File: config.mk
export PLATFORM = sky130hd
export DESIGN_NAME = flip_pattern_enumerator
export DESIGN_NICKNAME = d
export VERILOG_FILES = /design/src/rtl/flip_pattern_enumerator.sv
export SDC_FILE = /design/constraint.sdc
export NUM_CORES = 1
export LEC_CHECK = 0
export CAP_MARGIN = 20
export CORE_ASPECT_RATIO = 0.9
export CORE_MARGIN = 2
export CORE_UTILIZATION = 60
export CTS_CLUSTER_DIAMETER = 50
export CTS_CLUSTER_SIZE = 10
export DETAILED_ROUTE_END_ITERATION = 8
export PLACE_DENSITY_LB_ADDON = 0.12
export SKIP_CTS_REPAIR_TIMING = 1
export SLEW_MARGIN = 20
export SYNTH_ARGS = -nofsm -noshare
export SYNTH_HDL_FRONTEND = slang
export SYNTH_SLANG_ARGS = --single-unit
File: constraint.sdc
create_clock -name clk -period 3.26 [get_ports clk]
set_input_delay 0.489 -clock clk [delete_from_list [all_inputs] [get_ports clk]]
set_output_delay 0.489 -clock clk [all_outputs]
set_load 0.005 [all_outputs]
File: src/rtl/flip_pattern_enumerator.sv
`default_nettype none
// ---------------------------------------------------------------------------
// flip_pattern_enumerator: streams every K-bit flip mask of weight 0..MAX_ORDER
// Revision: 1.0
// ---------------------------------------------------------------------------
module flip_pattern_enumerator #(
  parameter int K            = 8,
  parameter int MAX_ORDER    = 2,
  parameter int INCLUDE_ZERO = 1,
  localparam int N  = INCLUDE_ZERO + K
                    + ((MAX_ORDER >= 2) ? (K * (K - 1)) / 2 : 0)
                    + ((MAX_ORDER >= 3) ? (K * (K - 1) * (K - 2)) / 6 : 0),
  localparam int IW = $clog2(N + 1)
) (
  input  logic          clk,
  input  logic          rst_n,
  input  logic          start,
  input  logic          abort,
  input  logic          m_ready,
  output logic [K-1:0]  flip_mask,
  output logic [1:0]    weight,
  output logic [IW-1:0] index,
  output logic          valid,
  output logic          last,
  output logic          busy,
  output logic          done
);

  localparam int CW = $clog2(K) + 1;
  localparam logic [CW-1:0] K1 = CW'(K - 1);
  localparam logic [CW-1:0] K2 = CW'(K - 2);
  localparam logic [IW-1:0] LAST_IDX = IW'(N - 1);
  localparam logic [K-1:0]  ONE = K'(1);

  typedef enum logic [1:0] {IDLE = 2'd0, RUN = 2'd1, DONE = 2'd2} state_t;

  state_t          state, state_d;
  logic [1:0]      w, w_d, nw;
  logic [CW-1:0]   i, j, l, i_d, j_d, l_d, ni, nj, nl;
  logic [IW-1:0]   idx, idx_d;
  logic [K-1:0]    mask;

  always_ff @(posedge clk or negedge rst_n) begin
    if (!rst_n) begin
      state <= IDLE;
      w     <= '0;
      i     <= '0;
      j     <= '0;
      l     <= '0;
      idx   <= '0;
    end else begin
      state <= state_d;
      w     <= w_d;
      i     <= i_d;
      j     <= j_d;
      l     <= l_d;
      idx   <= idx_d;
    end
  end

  // Successor tuple; the innermost position advances first, and exhausting a
  // weight rolls straight into the first tuple of the next weight.
  always_comb begin
    nw = w;
    ni = i;
    nj = j;
    nl = l;
    case (w)
      2'd0: begin
        nw = 2'd1;
        ni = '0;
      end
      2'd1: begin
        if (i == K1) begin
          nw = 2'd2;
          ni = '0;
          nj = CW'(1);
        end else begin
          ni = i + CW'(1);
        end
      end
      2'd2: begin
        if (j != K1) begin
          nj = j + CW'(1);
        end else if (i == K2) begin
          nw = 2'd3;
          ni = '0;
          nj = CW'(1);
          nl = CW'(2);
        end else begin
          ni = i + CW'(1);
          nj = i + CW'(2);
        end
      end
      default: begin
        if (l != K1) begin
          nl = l + CW'(1);
        end else if (j != K2) begin
          nj = j + CW'(1);
          nl = j + CW'(2);
        end else begin
          ni = i + CW'(1);
          nj = i + CW'(2);
          nl = i + CW'(3);
        end
      end
    endcase
  end

  always_comb begin
    state_d = state;
    w_d     = w;
    i_d     = i;
    j_d     = j;
    l_d     = l;
    idx_d   = idx;
    case (state)
      IDLE: begin
        if (start) begin
          state_d = RUN;
          w_d     = (INCLUDE_ZERO != 0) ? 2'd0 : 2'd1;
          i_d     = '0;
          j_d     = '0;
          l_d     = '0;
          idx_d   = '0;
        end
      end
      RUN: begin
        // Abort and completion both park the tuple at all-zero for IDLE.
        if (abort || (m_ready && idx == LAST_IDX)) begin
          state_d = abort ? IDLE : DONE;
          w_d     = '0;
          i_d     = '0;
          j_d     = '0;
          l_d     = '0;
          idx_d   = '0;
        end else if (m_ready) begin
          w_d   = nw;
          i_d   = ni;
          j_d   = nj;
          l_d   = nl;
          idx_d = idx + IW'(1);
        end
      end
      DONE:    state_d = IDLE;
      default: state_d = IDLE;
    endcase
  end

  always_comb begin
    mask = '0;
    if (w >= 2'd1) mask = mask | (ONE << i);
    if (w >= 2'd2) mask = mask | (ONE << j);
    if (w == 2'd3) mask = mask | (ONE << l);
  end

  assign flip_mask = mask;
  assign weight    = w;
  assign index     = idx;
  assign valid     = (state == RUN);
  assign busy      = (state == RUN);
  assign done      = (state == DONE);
  assign last      = (state == RUN) && (idx == LAST_IDX);

endmodule
`default_nettype wire

Yosys cells after proc, flatten, opt, wreduce, memory -nomap -nowiden
Cells that the tools add are included.
Widths: inputs -> output; s select.
- logic and storage cells: 102
- register bits: 22
- output and inout bits: 20
- order comparisons: 2
- add/sub/neg operators: 7
- equal/unequal tests: 23
- reduce and logical (&&, ||, !) cells: 13
- multiplexer cells: 46
- bitwise gates (word level): 2
- shift operators: 3
- operator list (kind ; count):
    $mux 4 ; 21
    $pmux 4 s2 ; 4
    $mux 8 ; 3
    $pmux 4 s3 ; 2
    $shl 1x4->8 const A ; 3
    $mux 2 ; 9
    $mux 6 ; 3
    $reduce_and 6->1 ; 3
    $or 8x8->8 ; 2
    $add 4x1->4 const B ; 3
    $add 4x2->4 const B ; 3
    $ne 4x3->1 const B ; 3
    $ne 4x4->1 const B ; 3
    $ne 6x2->1 const B ; 2
    $pmux 6 s2 ; 1
    $eq 4x3->1 const B ; 2
    $pmux 2 s2 ; 2
    $reduce_and 7->1 ; 1
    $add 6x1->6 const B ; 1
    $eq 2x2->1 const B ; 3
    $eq 6x6->1 const B ; 1
    $ne 3x2->1 const B ; 2
    $pmux 2 s3 ; 1
    $ne 5x1->1 const B ; 1
    14 further kinds ; 17

Depth between registers and ports, before layout
- word-level depth: 7
- gate-level depth with buffers: 8
- depth with buffers taken out: 7

Worst setup path before layout
OpenSTA, ideal clock, no wires.
- path kind: register to output
- start: register w[0], in the netlist weight[0]
- end: output flip_mask[0]
- data required time: 2.771 ns
- path slack: 1.159 ns
- stages on the path, launching flop included: 8
- arrival time: 1.612 ns
- cells stage by stage: dfrtp_1 -> inv_1 -> ha_1 -> clkbuf_1 -> nor2_1 -> nor3_1 -> a222oi_1 -> inv_1
- word-level cells in the longest chain between the ends: 6
- elaborated cells between the ends (all ways): 8
- classes of those cells: order compare: 2; eq/ne: 1; mux: 3; bitwise: 2
- RTL lines (element ; line ; RTL):
    start, declared ; 38 ; logic [1:0] w, w_d, nw;
    start signal, assigned ; 53 ; w <= w_d;
    $ge 2x1->1 ; 152 ; if (w >= 2'd1) mask = mask | (ONE << i);
    $mux 8 ; 152 ;
    $or 8x8->8 ; 153 ; if (w >= 2'd2) mask = mask | (ONE << j);
    $mux 8 ; 153 ;
    $or 8x8->8 ; 154 ; if (w == 2'd3) mask = mask | (ONE << l);
    $mux 8 * ; 154 ;
    end, declared ; 20 ; output logic [K-1:0] flip_mask,
Mark *: on every way between the ends. The rest lies on a longest branch, timed or not.

Final worst setup path
Ends and elaborated chain as after synthesis.

==> key figures <==
Run status
  • Status: finished clean

Clock network
  • Longest Clk Path Bufs: 2
  • Clock net sink count: 22
  • Clk_lat worst skew: 270 ps
  • Root buf cell: clkbuf_8
  • Num CTS Buffers: 3
  • Clock-pin slew on the worst setup and hold paths: 80 ps
  • CTS tree: yes
  • Htree depth: 1

Setup path
  • Critical path launch point type: flop
  • Max FO, Critical Path: 6
  • Crit path to: flip_mask[0]
  • Reg2reg end: i[3]$_DFFE_PN0P_
  • Worst Reg-to-Reg Cells: 8
  • CP endpoint kind: primary output
  • WP data arrival: 2280 ps
  • Crit path from: weight[0]$_DFFE_PN0P_
  • FF-to-FF setup slack: 910 ps
  • Crit path required time: 2770 ps
  • R2r startpoint: weight[0]$_DFFE_PN0P_
  • Crit Path Class: reg -> out

Timing
  • Minimum clock period after layout: 2760 ps
  • Pins over their slew limit: 0
  • Max_slew headroom: 54.6%
  • Slew @ Worst Pin: 681 ps
  • Worst Skew: 3.72 ps
  • WHS: 533 ps
  • Setup tns final: 0 ps
  • Final setup violation count: 0
  • Hold Vio Cnt, Final: 0
  • RSZ-0062 raised after global routing: no
  • Period utilisation layout: 84.8%
  • Fmax: 0.362 GHz

Routing
  • Final ANT Viol Nets: 0
  • Via count: 1889
  • Drt drc: 0
  • Post-Route WL: 5.15 mm
  • DR pass1 iterations: 5
  • DR WL/cell: 17.1 um
  • Initial drt markers: 154
  • Vias per cell: 6.28

Place
  • Placer Congestion: 0.893
  • DPL Wire Length: 3.91 mm
  • IO buf count: 24
  • Placed cell area: 2340 um^2

Layout
  • Fill count: 284
  • Most common cell after layout, fill and taps aside: ha_1
  • Most frequent cells in the layout: 29 x ha_1, 25 x nand2_1, 24 x clkdlybuf4s50_1
  • Design Area, Final: 2400 um^2
  • Layout cells sized above 1: 8.56%
  • Area delta synth->final: 14.9%
  • ANT cells: 0
  • Number of nets in the layout: 292

Synthesis
  • Syn nets: 270
  • Post-synth top area share: 26.4%
  • Dominant synthesized flop cell: dfrtp_1
  • Seq/Total Area, Yosys: 26.4%
  • EDFF count, synth: 0
  • Syn avg cell area: 8.83 um^2
  • Area leader, netlist: dfrtp_1
  • Post-Syn Area: 2080 um^2
  • Asr flop ratio synth: 100%
  • Synth warnings: 0
  • Synth unique cells: 56
  • Synthesized flop and latch total: 22
  • Mapped Cells: 236
  • Top cells by area, synth: dfrtp_1 26%, ha_1 17%, nand2_1 4.5%

Floorplanning
  • Die height: 59.9 um
  • CORE AREA: 3350 um^2
  • Die area: 3960 um^2
  • Die X: 66.1 um
  • Initial core utilization: 62.2%
  • I/O Pins: 25
  • Cell Rows: 20

Power
  • Power Dens Cells: 360 nW/um^2
  • Pwr Total: 863 uW
  • Max rail drop VDD: 254 uV
  • Leakage: 0.00110 uW

GRT
  • Grt ovf: 0
  • Largest net degree at the start of global routing: 23
  • GRT busiest layer: met2
  • M2 GR Usage: 42.3%
  • Initial antenna violation count: 0
  • Global Route met1 Usage: 39.0%
  • Vias in the first global route: 1613
  • Grt met3 use: 6.40%
  • GRT Util Overall: 27.2%
  • First-pass GRT wire length: 8.00 mm

Hold path
  • Hold Path Depth: 1
  • HP Class: reg -> reg

Run
  • # Max-Cap Violations: 0
[layer usage]
layer  part of all wire (%)  up-vias  wire, um
li1                       -      909         -
met1                     47      901      2430
met2                     45       73      2290
met3                    7.5        6       386
met4                   0.78        0        40
met5                      0        -         0
[synth_stat cells, types with 5 or more instances]
cell type / n
clkbuf_1: 5
nor3_1: 7
o21ai_0: 18
ha_1: 29
nand3_1: 10
a21oi_1: 8
mux2i_1: 5
o31ai_1: 6
inv_1: 21
a222oi_1: 5
nand2_1: 25
dfrtp_1: 22
nor2_1: 10
[power breakdown]
part	total, uW	leakage [uW]	internal [uW]	switching, uW
Combinational	335	0.000769	133	202
Sequential	326	0.000302	291	35.2
Clock	201	0.0000288	108	93.4
[flip-flops by register name, summed over array words and instances, names as in the netlist]
register / count
index: 6
j: 4
state: 2
i: 4
weight: 2
l: 4
[cell families (layout without fill, tap and decap cells)]
group,Yosys count,after routing,synth area share [%]
flip-flops,22,22,26.4
AO/OA/AOI/OAI,65,65,23.4
multiplexers,7,7,3.48
buffers and inverters,31,52,6.72
adder cells (fa/ha/maj),29,29,17.4
XOR/XNOR,4,4,1.68
AND/OR/NAND/NOR,78,78,20.9
[final cells by class]
cell class	count	area (um^2)	area share [%]
Sequential cell	22	551	23.0
Inverter	21	78.8	3.29
Clock buffer	4	55.1	2.30
Tap cell	44	55.1	2.30
Multi-Input combinational cell	183	1390	58.2
Timing Repair Buffer	27	263	11.0
[worst min path at each step]
stage                    startpoint                   end  slack, ps
2_1_floorplan                 rst_n      i[0]$_DFFE_PN0P_        190
3_3_place_gp   index[5]$_DFFE_PN0P_  index[5]$_DFFE_PN0P_        510
3_5_place_dp   index[5]$_DFFE_PN0P_  index[5]$_DFFE_PN0P_        530
4_1_cts        index[5]$_DFFE_PN0P_  index[5]$_DFFE_PN0P_        540
5_1_grt        index[5]$_DFFE_PN0P_  index[5]$_DFFE_PN0P_        560
6_report       index[5]$_DFFE_PN0P_  index[5]$_DFFE_PN0P_        530
[metrics by stage]
step                util (%)  cells  setup slack, ps
detailed placement      69.8    297              771
global route            71.5    301              348
finish                  71.5    301              495
CTS                     71.5    301              490
global placement        69.8    297              801
floorplan                  -    236             1160
[worst max-delay path, cell delays in order (launching register included)]
cell and delay (ps):
dfrtp_1 450, inv_1 100, ha_1 220, nor2_1 250
nor3_1 130, a222oi_1 340, inv_1 70, clkdlybuf4s50_1 440
Note: power is estimated with default switching activity, not from simulation.
==> patch 1: new RTL, same settings <==
The 3 states of `state_t` get a one-hot encoding in 3 bits.
--- a/src/rtl/flip_pattern_enumerator.sv
+++ b/src/rtl/flip_pattern_enumerator.sv
@@ -34,3 +34,3 @@
 
-  typedef enum logic [1:0] {IDLE = 2'd0, RUN = 2'd1, DONE = 2'd2} state_t;
+  typedef enum logic [2:0] {IDLE = 3'b001, RUN = 3'b010, DONE = 3'b100} state_t;
 
Check against the original RTL: same outputs for any inputs over 10 cycles, from zero or initial values and one cycle with rst_n low; not proved beyond that.
==> patch 1 against the original RTL <==
  * Register-to-register slack worse by 0.11 ns
  * Sequential cell count up 1
  * Power down 21%
  * Non-clock buffer count unchanged
  * First-iteration DRC count up 47%
  * Routed wire length up 2.9%
  * Highest routed layer unchanged
  * Synthesized area up 0.12%
  * Via count up 4.8%
  * Setup slack worse by 0.076 ns
  * Cell area up 0.99%
  * Clock skew up 0.0033 ns
==> patch 1: results (changes against the original RTL) <==
outcome=finished clean; DP HPWL=4120 µm (+5.4%); initial DRC count=227 (+47%); internal power=0.466 mW (-12%); largest net degree at the start of global routing=19 (-17%); Synth Instances=244 (+3.4%); Hold Slack=0.530 ns (-0.00333 ns); Slew headroom=0.465 (-0.0812); Overall Power=0.682 mW (-21%); post-synthesis compound-gate area fraction=0.240 (+0.00631); Cell Count Post-Placement=308 (+3.7%); CP endpoint=flip_mask[2]; met2 Track Usage GR=0.440 (+0.0171); layout cells sized above 1=0.0634 (-0.0222); Worst Path Arrival=2.35 ns (+0.07 ns); Clk. pwr=0.179 mW (-11%); Met2 Wirelength=2380 µm (+3.7%); Met3 Routed Length=340 µm (-12%); Clock Skew=0.00698 ns (+0.00325 ns); leakage=1.03 nW (-6.8%); vias in the first global route=1742 (+8.0%); routing usage on met1=0.445 (+0.0548); setup ws final=0.420 ns (-0.0755 ns); Seq/Total Area, Yosys=0.276 (+0.0123); Syn Nets=278 (+3.0%); post-DR wirelength/cell=17.0 µm (-0.74%); synth cell count leaders=29 x ha_1, 24 x inv_1, 22 x dfrtp_1, 19 x nand2_1; first-pass GRT wire length=8730 µm (+9.1%); Post-Route WL=5300 µm (+2.9%); vias post-DR=1979 (+4.8%); Logic pwr share=0.274 (-0.115); adder-cell share of the synthesized area=0.174 (-0.000209); Nets=303 (+3.8%); GRT Total Usage=0.290 (+0.0179)
-- patch 1: cell count changes in the layout (fill, tap and decap cells not counted), sizes merged, moves of 4 or more --
| cell | before | now |
|---|---|---|
| a211oi | 1 | 6 |
| nand2 | 25 | 20 |
| nor2 | 11 | 16 |
| nor2b | 2 | 7 |
| mux2i | 5 | 1 |
| o21ai | 21 | 17 |
-- patch 1: layout make-up --
class / instances / area (µm²)
Clock buffer: 3 / 41.3
Clock inverter: 1 / 7.51
Fill cell: 290 / 933
Inverter: 24 / 90.1
Multi-Input combinational cell: 190 / 1390
Sequential cell: 23 / 577
Tap cell: 44 / 55.1
Timing Repair Buffer: 27 / 263
-- patch 1: worst max-delay path: stages, from the launching register on --
cell and delay [ns]:
dfrtp_1 0.46, inv_1 0.11, ha_1 0.24, nor2_1 0.28, nor3_1 0.13, a222oi_1 0.36
inv_1 0.07, clkdlybuf4s50_1 0.44
==> patch 2: new RTL, same flow settings <==
Made on the original files. Change the parameter `K` from 8 to 16.
--- a/src/rtl/flip_pattern_enumerator.sv
+++ b/src/rtl/flip_pattern_enumerator.sv
@@ -6,3 +6,3 @@
 module flip_pattern_enumerator #(
-  parameter int K            = 8,
+  parameter int K            = 16,
   parameter int MAX_ORDER    = 2,
Ports: changed (resized flip_mask and index); port bits go from 25 to 35. No check against the original RTL was run, so the function may have changed too.
==> patch 2 against the original RTL <==
  * Cell area is 28% higher
  * Routed wire length is 32% higher
  * Global-route usage grew 2.4 points
  * Die area grew 23%
  * Setup slack got worse by 0.30 ns
  * Synthesized cell count increased by 32%
  * Worst hold slack better by 0.024 ns
  * Synthesized area grew 25%
  * Sequential cell count up 5
  * Clock skew up 0.0024 ns
  * Utilization increased by 2.6 points
Power is not compared: it rests on default switching activity, and its combinational part moved more than twofold at a synthesized area within 25%.
==> patch 2: results (changes against the original RTL) <==
Hold Slack=0.557 ns (+0.0237 ns); Reg2Reg Setup Slack=0.70 ns (-0.21 ns); number of non-clock buffers=41 (+52%); Slew headroom=0.558 (+0.0117); Met3 Routed Length=566 µm (+47%); Nets=383 (+31%); outcome=finished clean; Syn Nets=348 (+29%); DP HPWL=5160 µm (+32%); Clock Skew=0.00608 ns (+0.00236 ns); Synth Instances=311 (+32%); Synth area leaders=dfrtp_1 26%, ha_1 15%, nand2_1 5.2%, inv_1 3.9%, a32oi_1 3.4%; GR Layer Usage met3=0.0545 (-0.00957); XOR/XNOR Fraction of Synth Area=0.0404 (+0.0236); Yosys cell types=52 (-7.1%); clock slew at reported path FFs=0.10 ns (+0.02 ns); multi-input gates=246 (+34%); routability cong.=1.02 (+14%); met1 WL=3120 µm (+28%); post-synthesis compound-gate area fraction=0.233 (-0.00140); Seq/Total Area, Yosys=0.260 (-0.00449); Finished Layout Cells=393 (+31%); clock network area share=0.0160 (-0.00701); Met2 Wirelength=3030 µm (+32%); Hold EP=l[1]; worst-case reg-to-reg path depth=7 (-1); port bufs=34 (+42%); vias post-DR=2592 (+37%); TritonCTS Sinks=27 (+23%)
==> patch 2: changes by cell type after synthesis, sizes merged, moves of 4 or more <==
cell,unedited run,this run
o211ai,2,6
and3,2,6
o41ai,1,6
a211oi,1,7
dfrtp,22,27
nor3b,2,6
xor2,4,10
inv,21,27
nand3,10,15
nand2,25,36
a32oi,2,10
nor2,11,17
==> patch 2: worst max-delay path, cell delays in order, from the launching register on <==
cell,delay (ns)
dfrtp_1,0.46
inv_1,0.09
ha_1,0.21
nor2_1,0.24
nor3b_1,0.09
buf_4,0.16
and2_1,0.18
a222oi_1,0.35
inv_1,0.08
clkdlybuf4s50_1,0.45
==> patch 2: worst max path at each step <==
stage / slack [ns] / cells past startpoint / end
2_1_floorplan: 1.02 / 8 / flip_mask[10]
3_3_place_gp: 0.65 / 9 / flip_mask[9]
3_5_place_dp: 0.53 / 9 / flip_mask[10]
4_1_cts: 0.22 / 9 / flip_mask[10]
5_1_grt: 0.02 / 9 / flip_mask[8]
6_report: 0.20 / 9 / flip_mask[10]
